<file path="config.mk">
export PLATFORM = sky130hd
export DESIGN_NAME = cluster_pe_nd_flat
export DESIGN_NICKNAME = d
export VERILOG_FILES = /design/src/rtl/cluster_pe_nd_if.sv /design/src/rtl/cluster_pe_nd.sv /design/src/flat_wrapper.sv
export SDC_FILE = /design/constraint.sdc
export NUM_CORES = 1
export LEC_CHECK = 0
export ABC_CLOCK_PERIOD_IN_PS = 3300
export CELL_PAD_IN_SITES_DETAIL_PLACEMENT = 1
export CELL_PAD_IN_SITES_GLOBAL_PLACEMENT = 1
export CORE_MARGIN = 3
export CORE_UTILIZATION = 39
export CTS_BUF_LIST = sky130_fd_sc_hd__clkbuf_2
export DETAILED_ROUTE_END_ITERATION = 12
export HOLD_SLACK_MARGIN = 0.08
export PLACE_DENSITY_LB_ADDON = 0.1
export SLEW_MARGIN = 20
export SYNTH_ARGS = -nofsm -noshare
export SYNTH_HDL_FRONTEND = slang
export SYNTH_SLANG_ARGS = --single-unit
</file>
<file path="constraint.sdc">
create_clock -name clk -period 3.3 [get_ports clk]
set_clock_uncertainty 0.15 [all_clocks]
set_input_delay 0.33 -clock clk [delete_from_list [all_inputs] [get_ports clk]]
set_output_delay 0.33 -clock clk [all_outputs]
set_load 0.1 [all_outputs]
</file>
<file path="src/rtl/cluster_pe_nd_if.sv">
// Command strobes, centre/point buses and status flags of one kd-tree cluster PE.
// The tree controller is the master; the PE is the slave.
interface cluster_pe_nd_if #(
   parameter int DIM       = 3,
   parameter int DW        = 8,
   parameter int MAX_N     = 1000,
   parameter int MAX_DEPTH = 16
);
   localparam int CW  = $clog2(MAX_N + 1);
   localparam int DPW = $clog2(MAX_DEPTH + 1);

   logic              en;
   logic              init;
   logic              load_depth;
   logic              start_iter;
   logic              receive_point;
   logic              inc;
   logic              update;
   logic              next_level;
   logic              parent_switch;
   logic              child_switch;
   logic [DPW-1:0]    depth_in;
   logic [DIM*DW-1:0] point_in;
   logic [DIM*DW-1:0] parent_in;
   logic [DIM*DW-1:0] child_in;
   logic [DIM*DW-1:0] parent_out;
   logic [DIM*DW-1:0] child_out;
   logic [DIM*DW-1:0] center_out;
   logic [CW-1:0]     count_out;
   logic [DPW-1:0]    child_depth;
   logic              ce_en;
   logic              busy;
   logic              update_done;
   logic              stable;
   logic              overflow;

   modport master (
      output en, init, load_depth, start_iter, receive_point, inc, update, next_level,
             parent_switch, child_switch, depth_in, point_in, parent_in, child_in,
      input  parent_out, child_out, center_out, count_out, child_depth, ce_en, busy,
             update_done, stable, overflow
   );

   modport slave (
      input  en, init, load_depth, start_iter, receive_point, inc, update, next_level,
             parent_switch, child_switch, depth_in, point_in, parent_in, child_in,
      output parent_out, child_out, center_out, count_out, child_depth, ce_en, busy,
             update_done, stable, overflow
   );
endinterface

</file>
<file path="src/rtl/cluster_pe_nd.sv">
// k-means cluster PE: accumulates points, divides sums by count one bit per cycle (CLUSTER_PE_ROUND_EN: round half-up).
// update_done DIM*(DW+CW)+1 cycles after update (1 if count==0); no backpressure, strobes ignored while busy.
module cluster_pe_nd #(
   parameter int                DIM         = 3,
   parameter int                DW          = 8,
   parameter int                MAX_N       = 1000,
   parameter int                MAX_DEPTH   = 16,
   parameter logic [DIM*DW-1:0] INIT_CENTER = '0,
   parameter int                STABLE_TOL  = 0
) (
   input  logic            clk,
   input  logic            rst,
   cluster_pe_nd_if.slave  bus
);
   localparam int CW    = $clog2(MAX_N + 1);
   localparam int DPW   = $clog2(MAX_DEPTH + 1);
   localparam int ACC_W = DW + CW;
   localparam int DIW   = (DIM > 1) ? $clog2(DIM) : 1;
   localparam int BW    = $clog2(ACC_W);

   typedef enum logic [1:0] {IDLE, DIV, DONE} state_t;
   state_t state, state_nxt;

   logic [DIM*DW-1:0] center, parent_out, child_out, point_r, quot_flat;
   logic [DPW-1:0]    depth, ttl, depth_nxt, ttl_nxt;
   logic [ACC_W-1:0]  acc [DIM];
   logic [ACC_W-1:0]  acc_nxt [DIM];
   logic [CW-1:0]     count, count_nxt;
   logic              stable, overflow, ovf_nxt;
   logic [DIW-1:0]    dim_idx;
   logic [BW-1:0]     bit_cnt;
   logic [ACC_W-1:0]  div_rem, div_quo, rem_new, quo_new;
   logic [ACC_W:0]    trial, cnt_ext, q_rnd;
   logic [DW-1:0]     q_sat;
   logic [DW-1:0]     quot [DIM];
   logic              q_bit, last_bit, last_dim, all_close;

   // IDLE command chain in priority order: start_iter clears before a same-cycle inc adds
   always_comb begin
      depth_nxt = bus.load_depth ? bus.depth_in : depth;
      count_nxt = bus.start_iter ? '0 : count;
      ovf_nxt   = bus.start_iter ? 1'b0 : overflow;
      for (int d = 0; d < DIM; d++) acc_nxt[d] = bus.start_iter ? '0 : acc[d];
      if (bus.inc) begin
         if (count_nxt == CW'(MAX_N)) begin
            ovf_nxt = 1'b1;
         end else begin
            for (int d = 0; d < DIM; d++) acc_nxt[d] = acc_nxt[d] + ACC_W'(point_r[d*DW +: DW]);
            count_nxt = count_nxt + 1'b1;
         end
      end
      ttl_nxt = bus.start_iter ? depth_nxt : ttl;
      if (bus.next_level && ttl_nxt != '0) ttl_nxt = ttl_nxt - 1'b1;
   end

   // Restoring divide step: dividend shifts out of div_quo MSB-first as quotient bits shift in
   always_comb begin
      cnt_ext  = (ACC_W+1)'(count);
      trial    = {div_rem, div_quo[ACC_W-1]};
      q_bit    = (trial >= cnt_ext);
      rem_new  = q_bit ? ACC_W'(trial - cnt_ext) : trial[ACC_W-1:0];
      quo_new  = {div_quo[ACC_W-2:0], q_bit};
`ifdef CLUSTER_PE_ROUND_EN
      q_rnd    = {1'b0, quo_new} + (({rem_new, 1'b0} >= cnt_ext) ? (ACC_W+1)'(1) : '0);
`else
      q_rnd    = {1'b0, quo_new};
`endif
      q_sat    = (q_rnd > (ACC_W+1)'({DW{1'b1}})) ? '1 : q_rnd[DW-1:0];
      last_bit = (bit_cnt == BW'(ACC_W - 1));
      last_dim = (dim_idx == DIW'(DIM - 1));
   end

   always_comb begin
      all_close = 1'b1;
      quot_flat = '0;
      for (int d = 0; d < DIM; d++) begin
         quot_flat[d*DW +: DW] = quot[d];
         if (quot[d] > center[d*DW +: DW]) begin
            if (quot[d] - center[d*DW +: DW] > DW'(STABLE_TOL)) all_close = 1'b0;
         end else if (center[d*DW +: DW] - quot[d] > DW'(STABLE_TOL)) begin
            all_close = 1'b0;
         end
      end
   end

   always_comb begin
      state_nxt = state;
      case (state)
         IDLE:    if (bus.update) state_nxt = (count_nxt == '0) ? DONE : DIV;
         DIV:     if (last_bit && last_dim) state_nxt = DONE;
         DONE:    state_nxt = IDLE;
         default: state_nxt = IDLE;
      endcase
   end

   always_ff @(posedge clk) begin
      if (rst)         state <= IDLE;
      else if (bus.en) state <= state_nxt;
   end

   always_ff @(posedge clk) begin
      if (rst) begin
         center     <= INIT_CENTER;
         parent_out <= '0;
         child_out  <= '0;
         point_r    <= '0;
         depth      <= '0;
         ttl        <= '0;
         count      <= '0;
         stable     <= 1'b0;
         overflow   <= 1'b0;
         dim_idx    <= '0;
         bit_cnt    <= '0;
         div_rem    <= '0;
         div_quo    <= '0;
         for (int d = 0; d < DIM; d++) begin
            acc[d]  <= '0;
            quot[d] <= '0;
         end
      end else if (bus.en) begin
         case (state)
            IDLE: begin
               depth    <= depth_nxt;
               ttl      <= ttl_nxt;
               count    <= count_nxt;
               overflow <= ovf_nxt;
               for (int d = 0; d < DIM; d++) acc[d] <= acc_nxt[d];
               if (bus.start_iter)    stable  <= 1'b0;
               if (bus.receive_point) point_r <= bus.point_in;
               if (bus.init) begin
                  center <= bus.parent_in;
               end else if (bus.parent_switch) begin
                  parent_out <= center;
                  center     <= bus.parent_in;
               end else if (bus.child_switch) begin
                  child_out <= center;
                  center    <= bus.child_in;
               end
               div_quo <= acc_nxt[0];
               div_rem <= '0;
               dim_idx <= '0;
               bit_cnt <= '0;
            end
            DIV: begin
               if (last_bit) begin
                  quot[dim_idx] <= q_sat;
                  bit_cnt       <= '0;
                  div_rem       <= '0;
                  if (!last_dim) begin
                     dim_idx <= dim_idx + 1'b1;
                     div_quo <= acc[dim_idx + 1'b1];
                  end
               end else begin
                  bit_cnt <= bit_cnt + 1'b1;
                  div_rem <= rem_new;
                  div_quo <= quo_new;
               end
            end
            DONE: begin
               if (count != '0) begin
                  center <= quot_flat;
                  stable <= all_close;
               end else begin
                  stable <= 1'b1;
               end
            end
            default: ;
         endcase
      end
   end

   assign bus.center_out  = center;
   assign bus.parent_out  = parent_out;
   assign bus.child_out   = child_out;
   assign bus.count_out   = count;
   assign bus.child_depth = depth + 1'b1;
   assign bus.ce_en       = (ttl != '0);
   assign bus.busy        = (state == DIV);
   assign bus.update_done = (state == DONE);
   assign bus.stable      = stable;
   assign bus.overflow    = overflow;
endmodule

</file>
<file path="src/flat_wrapper.sv">
// flat-port wrapper written by rule: the top's interface ports become plain ports
module cluster_pe_nd_flat 
#(
   parameter int                DIM         = 3,
   parameter int                DW          = 8,
   parameter int                MAX_N       = 1000,
   parameter int                MAX_DEPTH   = 16,
   parameter logic [DIM*DW-1:0] INIT_CENTER = '0,
   parameter int                STABLE_TOL  = 0
)
  (clk, rst, bus_en, bus_init, bus_load_depth, bus_start_iter, bus_receive_point, bus_inc, bus_update, bus_next_level, bus_parent_switch, bus_child_switch, bus_depth_in, bus_point_in, bus_parent_in, bus_child_in, bus_parent_out, bus_child_out, bus_center_out, bus_count_out, bus_child_depth, bus_ce_en, bus_busy, bus_update_done, bus_stable, bus_overflow);
  cluster_pe_nd_if #(.DIM(DIM), .DW(DW), .MAX_N(MAX_N), .MAX_DEPTH(MAX_DEPTH)) bus_i ();
  input  logic clk;
  input  logic rst;
  input wire logic [$bits(bus_i.en)-1:0] bus_en;
  input wire logic [$bits(bus_i.init)-1:0] bus_init;
  input wire logic [$bits(bus_i.load_depth)-1:0] bus_load_depth;
  input wire logic [$bits(bus_i.start_iter)-1:0] bus_start_iter;
  input wire logic [$bits(bus_i.receive_point)-1:0] bus_receive_point;
  input wire logic [$bits(bus_i.inc)-1:0] bus_inc;
  input wire logic [$bits(bus_i.update)-1:0] bus_update;
  input wire logic [$bits(bus_i.next_level)-1:0] bus_next_level;
  input wire logic [$bits(bus_i.parent_switch)-1:0] bus_parent_switch;
  input wire logic [$bits(bus_i.child_switch)-1:0] bus_child_switch;
  input wire logic [$bits(bus_i.depth_in)-1:0] bus_depth_in;
  input wire logic [$bits(bus_i.point_in)-1:0] bus_point_in;
  input wire logic [$bits(bus_i.parent_in)-1:0] bus_parent_in;
  input wire logic [$bits(bus_i.child_in)-1:0] bus_child_in;
  output wire logic [$bits(bus_i.parent_out)-1:0] bus_parent_out;
  output wire logic [$bits(bus_i.child_out)-1:0] bus_child_out;
  output wire logic [$bits(bus_i.center_out)-1:0] bus_center_out;
  output wire logic [$bits(bus_i.count_out)-1:0] bus_count_out;
  output wire logic [$bits(bus_i.child_depth)-1:0] bus_child_depth;
  output wire logic [$bits(bus_i.ce_en)-1:0] bus_ce_en;
  output wire logic [$bits(bus_i.busy)-1:0] bus_busy;
  output wire logic [$bits(bus_i.update_done)-1:0] bus_update_done;
  output wire logic [$bits(bus_i.stable)-1:0] bus_stable;
  output wire logic [$bits(bus_i.overflow)-1:0] bus_overflow;
  assign bus_i.en = bus_en;
  assign bus_i.init = bus_init;
  assign bus_i.load_depth = bus_load_depth;
  assign bus_i.start_iter = bus_start_iter;
  assign bus_i.receive_point = bus_receive_point;
  assign bus_i.inc = bus_inc;
  assign bus_i.update = bus_update;
  assign bus_i.next_level = bus_next_level;
  assign bus_i.parent_switch = bus_parent_switch;
  assign bus_i.child_switch = bus_child_switch;
  assign bus_i.depth_in = bus_depth_in;
  assign bus_i.point_in = bus_point_in;
  assign bus_i.parent_in = bus_parent_in;
  assign bus_i.child_in = bus_child_in;
  assign bus_parent_out = bus_i.parent_out;
  assign bus_child_out = bus_i.child_out;
  assign bus_center_out = bus_i.center_out;
  assign bus_count_out = bus_i.count_out;
  assign bus_child_depth = bus_i.child_depth;
  assign bus_ce_en = bus_i.ce_en;
  assign bus_busy = bus_i.busy;
  assign bus_update_done = bus_i.update_done;
  assign bus_stable = bus_i.stable;
  assign bus_overflow = bus_i.overflow;
  cluster_pe_nd #(.DIM(DIM), .DW(DW), .MAX_N(MAX_N), .MAX_DEPTH(MAX_DEPTH), .INIT_CENTER(INIT_CENTER), .STABLE_TOL(STABLE_TOL)) u_core (.clk(clk), .rst(rst), .bus(bus_i));
endmodule
</file>
## After elaboration in Yosys (flattened, before gate mapping)

Memory sizes are Yosys's and may differ from the RTL's.
Index checks and enable logic that the tools add are counted.

- Bitwise operators: 5
- Multiplexer cells: 64
- Add/subtract/negate cells: 15
- Reduce and logical (&&, ||, !) cells: 20
- $lt $le $gt $ge: 11
- Eq/ne operators: 13

Operators with widths:

| cell | number |
|---|---|
| 18-bit 2-to-1 mux | 10 |
| 54-bit 2-to-1 mux | 2 |
| 24-bit 2-to-1 mux | 4 |
| 18-bit one-hot mux with 2 select lines | 2 |
| 18-bit by 8-bit adder with 18-bit output | 3 |
| 8-bit by 1-bit greater-than comparator with 1-bit output, second input constant | 6 |
| 24-bit one-hot mux with 2 select lines | 1 |
| 8-bit subtractor | 6 |
| 10-bit 2-to-1 mux | 3 |
| 1-bit 2-to-1 mux | 26 |
| 8-bit greater-than comparator | 3 |
| 5-bit 2-to-1 mux | 4 |
| 19-bit by 10-bit greater-or-equal comparator with 1-bit output | 1 |
| 18-bit by 8-bit greater-than comparator with 1-bit output, second input constant | 1 |
| 18-bit by 10-bit subtractor with 18-bit output | 1 |
| 8-bit 2-to-1 mux | 2 |
| 2-bit 2-to-1 mux | 6 |
| 3-bit AND reduction | 4 |
| 4-bit AND reduction | 3 |
| 10-bit by 1-bit adder with 10-bit output, second input constant | 1 |
| 5-bit by 1-bit adder with 5-bit output, second input constant | 2 |
| 10-bit equality test, second input constant | 1 |
| 10-bit logical NOT | 1 |
| 5-bit one-hot mux with 2 select lines | 1 |
| 21 further kinds | 34 |

- RAM bits: 78
- Word-level logic and storage cells: 144
- Register bits: 163
- Output and inout bits: 92
- Memories kept: 2
- Input bits: 89

Memory list:

| name | words | bits a word | rd ports | clocked after memory_dff | write ports | line | source |
|---|---|---|---|---|---|---|---|
| u_core.acc | 3 | 18 | 4 | 0 | 3 | cluster_pe_nd.sv:26 | `logic [ACC_W-1:0] acc [DIM];` |
| u_core.quot | 3 | 8 | 3 | 0 | 3 | cluster_pe_nd.sv:35 | `logic [DW-1:0] quot [DIM];` |

## Logic depth before layout (Yosys ltp)

An unclocked memory read counts as a cell.

- Depth in word-level cells: 11
- Mapped depth: 16
- Mapped depth without buffers: 12

## Least setup slack after synthesis

OpenSTA, ideal clock, no wires.

- Path type: in2reg
- Start point: input port bus_start_iter
- End point: memory u_core.acc[1][0] (netlist name) (data pin)
- Slack: -148 ps
- Data required time: 2884 ps
- Library setup time: 266 ps
- Buffers on the path: 6
- Cell stages on the path: 12
- Arrival: 3032 ps
- Cells stage by stage: buf_2 > clkbuf_1 > clkbuf_1 > clkbuf_1 > nand2b_1 > ha_1 > nand4bb_1 > o31ai_2 > clkbuf_1 > buf_2 > mux2i_1 > nor2_1

RTL lines:

| element | line | source |
|---|---|---|
| from (decl) | flat_wrapper.sv:18 | `input wire logic [$bits(bus_i.start_iter)-1:0] bus_start_iter;` |
| to (decl) | cluster_pe_nd.sv:26 |  |

## Worst setup path in the final report

- Start point: register u_core.center[7] (netlist: u_core.bus.center_out[7])
- End point: output port bus_center_out[7]

RTL lines:

| element | line | source |
|---|---|---|
| from (decl) | cluster_pe_nd.sv:24 | `logic [DIM*DW-1:0] center, parent_out, child_out, point_r, quot_flat;` |
| from (signal assigned) | cluster_pe_nd.sv:131 | `center <= bus.parent_in;` |
| from (signal assigned) | cluster_pe_nd.sv:134 | `center <= bus.parent_in;` |
| from (signal assigned) | cluster_pe_nd.sv:137 | `center <= bus.child_in;` |
| to (decl) | flat_wrapper.sv:31 | `output wire logic [$bits(bus_i.center_out)-1:0] bus_center_out;` |

No word-level cell between the ends.

==> flow_summary.toml <==
[detailed_routing]
met2_wirelength_um = 24100
wl_per_cell_um = 18.7
dr.max_layer_used = "met4"
viasPerCell = 5.37
drtPass1Iterations = 5
wl_met1_um = 23100
vias = 14550
drt_iter0_drc = 736
postRouteAntennaNets = 0
route.met3.wl_um = 2200
drc = 0
routed_wl_um = 50600

[floorplan]
die_h_um = 200
die_area_um2 = 40100
fp.dieW_um = 200
floorplan.initialDensity_pct = 39.9
fp-row-count = 70
core-area_um2 = 36900
io_pins = 181

[flow_run]
maxCapViolCount = 0

[cells_and_area]
layout_common_cells = "nand2_1 (285), nor2_1 (225), a21oi_1 (201), dfxtp_1 (161), clkdlybuf4s50_1 (136)"
syn2layout_area_growth_pct = 28.0
final_cell_area_um2 = 18800
layout_commonest_cell = "nand2_1"
drive_gt1_share_pct = 11.2
nNetsFinal = 2335
fillers = 4527

[global_route]
antenna_found_initial = 1
grt_max_degree = 62
grtUsageTotal_pct = 24.9
grt_pass1_wl_um = 82300
grt-ovfl-total = 0
grt_pass1_vias = 15281

[timing]
max_freq_ghz = 0.326
grt_setup_unrepaired = "false"
setup_viol = 0
finalHoldViolations = 0
period_minus_slack_ns = 3.07
fin_crit_sh_pct = 93.0
slew_headroom_pct = 31.7
tightest_slew_ns = 1.02
maxSlewViolCount = 0

[clock_tree]
clock_sink_count = 241
cts_root_buf = "clkbuf_2"
clk_latency_ns = 0.97
cts_max_level = 3
clock_path_buffers = 3
clk_pin_slew_worst_paths_ns = 0.11
cts_tree = "yes"
cts_buffers = 72
postCtsSetupBuffers = 0

[yosys]
syn_nets = 2031
synth_top_family_by_area = "simple AND/OR/NAND/NOR gates"
synth_cell_type_count = 69
synthArstFlopShare_pct = 0
yosysWarnings = 0
synth_ff_type = "dfxtp_1"
synth_edf_count = 78
synth_xor_area_share_pct = 4.40
syn_inst = 1849
synth_fa_ha_area_share_pct = 8.11
netlist_area_um2 = 14700
yosys.area_share.simple_pct = 22.8
synthMuxAreaShare_pct = 2.11
ys_seq_area_share_pct = 38.1
avgSynthCellArea_um2 = 7.96
synth-seq-cells = 241
synth_compound_area_share_pct = 19.6

[critical_path]
crit_buf_inv = 1
critPathTopFamily = "buffers and inverters"
endpoint_kind = "output pin"
criticalPathCategory = "reg2out"
r2r_cells = 9
r2r-start = "u_core.quot[2][2]$_SDFFCE_PN0P_"
cp.required_ns = 2.82
crit_path_top_delay_cell = "clkdlybuf4s50_1"
critical_path.startpoint_type = "flop"
cp_cell_sequence = "clkdlybuf4s50_1"
r2r-end = "u_core.bus.stable$_SDFFE_PP0P_"
path_max_fanout = 5
rrSetupSlack_ns = 0.25
cp_slowest_stage_delay_ns = 1.18
crit_arrival_ns = 2.59

[placement]
gp_congestion = 0.864
dp_hpwl_um = 35900
port_buffers = 180
place_area_um2 = 17200

[power_and_ir_drop]
vdd_drop_max_mv = 0.198
powerDensity_nw_per_um2 = 414
leakage_uw = 0.00747
fin_total_pwr_uw = 7800

[outcome]
outcome = "finished clean"

[worst_hold_path]
hp-start = "bus_receive_point"
hp-class = "in2reg"
min_path_cells = 5
hold_end = "u_core.point_r[12]$_SDFFE_PP0P_"
[how the worst max path moves through the flow]
stage | start | endpoint | slack (ns) | cells past startpoint
final | u_core.bus.center_out[7]$_SDFFE_PP0P_ | bus_center_out[7] | 0.23 | 1
after floorplan | u_core.bus.count_out[0]$_SDFFE_PP0P_ | u_core.acc[2][8]$_SDFFCE_PN0P_ | -0.009 | 9
after CTS | u_core.acc[2][0]$_SDFFCE_PN0P_ | u_core.acc[2][8]$_SDFFCE_PN0P_ | 0.06 | 12
after global routing | u_core.bus.count_out[1]$_SDFFE_PP0P_ | u_core.div_rem[2]$_SDFFE_PP0P_ | 0.02 | 11
after detailed placement | bus_start_iter | u_core.acc[2][8]$_SDFFCE_PN0P_ | -0.12 | 13
after global placement | bus_start_iter | u_core.div_quo[14]$_SDFFE_PP0P_ | 0.02 | 13
[per-stage QoR]
stage                     cells  hold WS, ns  setup slack, ns  TNS [ns]  utilization (%)
after floorplan            1849        0.290         -0.00941  -0.00941                -
after global placement     2496        0.291           0.0152         0             46.7
after detailed placement   2496        0.296           -0.118    -0.467             46.7
after CTS                  2711       0.0817           0.0565         0             51.1
after global routing       2712        0.143           0.0227         0             51.1
final                      2712        0.195            0.230         0             51.1
[area by class of cell]
type / instances / area (um2) / share of cell area (%)
Inverter: 83 / 312 / 1.65
Antenna cell: 1 / 2.50 / 0.0133
Clock inverter: 21 / 213 / 1.13
Multi-Input combinational cell: 1421 / 8430 / 44.7
Sequential cell: 241 / 5610 / 29.8
Tap cell: 504 / 631 / 3.35
Clock buffer: 107 / 536 / 2.84
Timing Repair Buffer: 334 / 3110 / 16.5
[per-layer routing]
metal / track usage [%] / vias up
met5: 0 / -
met4: 8.33 / 0
met3: 4.08 / 78
met2: 42.7 / 327
met1: 32.1 / 7035
li1: - / 7110
[sequential cells by signal, indices dropped and copies added, names as in the netlist]
name	count
u_core.acc	54
u_core.bus.center_out	24
u_core.bus.child_out	24
u_core.bus.parent_out	24
u_core.point_r	24
u_core.quot	24
u_core.div_quo	18
u_core.div_rem	18
u_core.bus.count_out	10
u_core.bit_cnt	5
u_core.depth	5
u_core.ttl	5
u_core.dim_idx	2
u_core.state	2
u_core.bus.overflow	1
u_core.bus.stable	1
[cell usage after synthesis, drive strengths merged, types with 24 or more instances]
library cell  count  share of area, %
nand2           286               7.3
dfxtp           163                22
nor3             41               1.4
mux2i            31               2.1
a311oi           24               1.4
o21ai           125               4.2
xor2             33               2.0
nand2b           31               1.3
a21oi           202               6.9
clkbuf           89               2.3
nor2b            40               1.7
edfxtp           78                16
ha               89               7.6
nor2            226               5.8
nand3            38               1.3
xnor2            41               2.4
inv              83               2.1
[repair_timing]
item                       4_1_cts  5_1_grt
hold buffers                    87        0
hold endpoints to repair       165        0
resized for setup                0        5
setup endpoints to repair        0        6
[power by group]
part / leakage, uW / internal (uW) / switching, uW
clock: 0.000548 / 1250 / 1420
combinational: 0.00478 / 666 / 1120
sequential: 0.00214 / 3200 / 145
[logic make-up (layout without fill, tap and decap cells)]
logic type / count (synthesis) / in the layout
AOI/OAI and AO/OA: 479 / 479
DFF: 241 / 241
muxes: 31 / 31
xor gates and xnor gates: 74 / 74
adders and majority gates: 93 / 93
other: 0 / 1
and+or+nand+nor: 744 / 744
buffers and inverters: 187 / 545
Power figures use the tool's default switching activity.
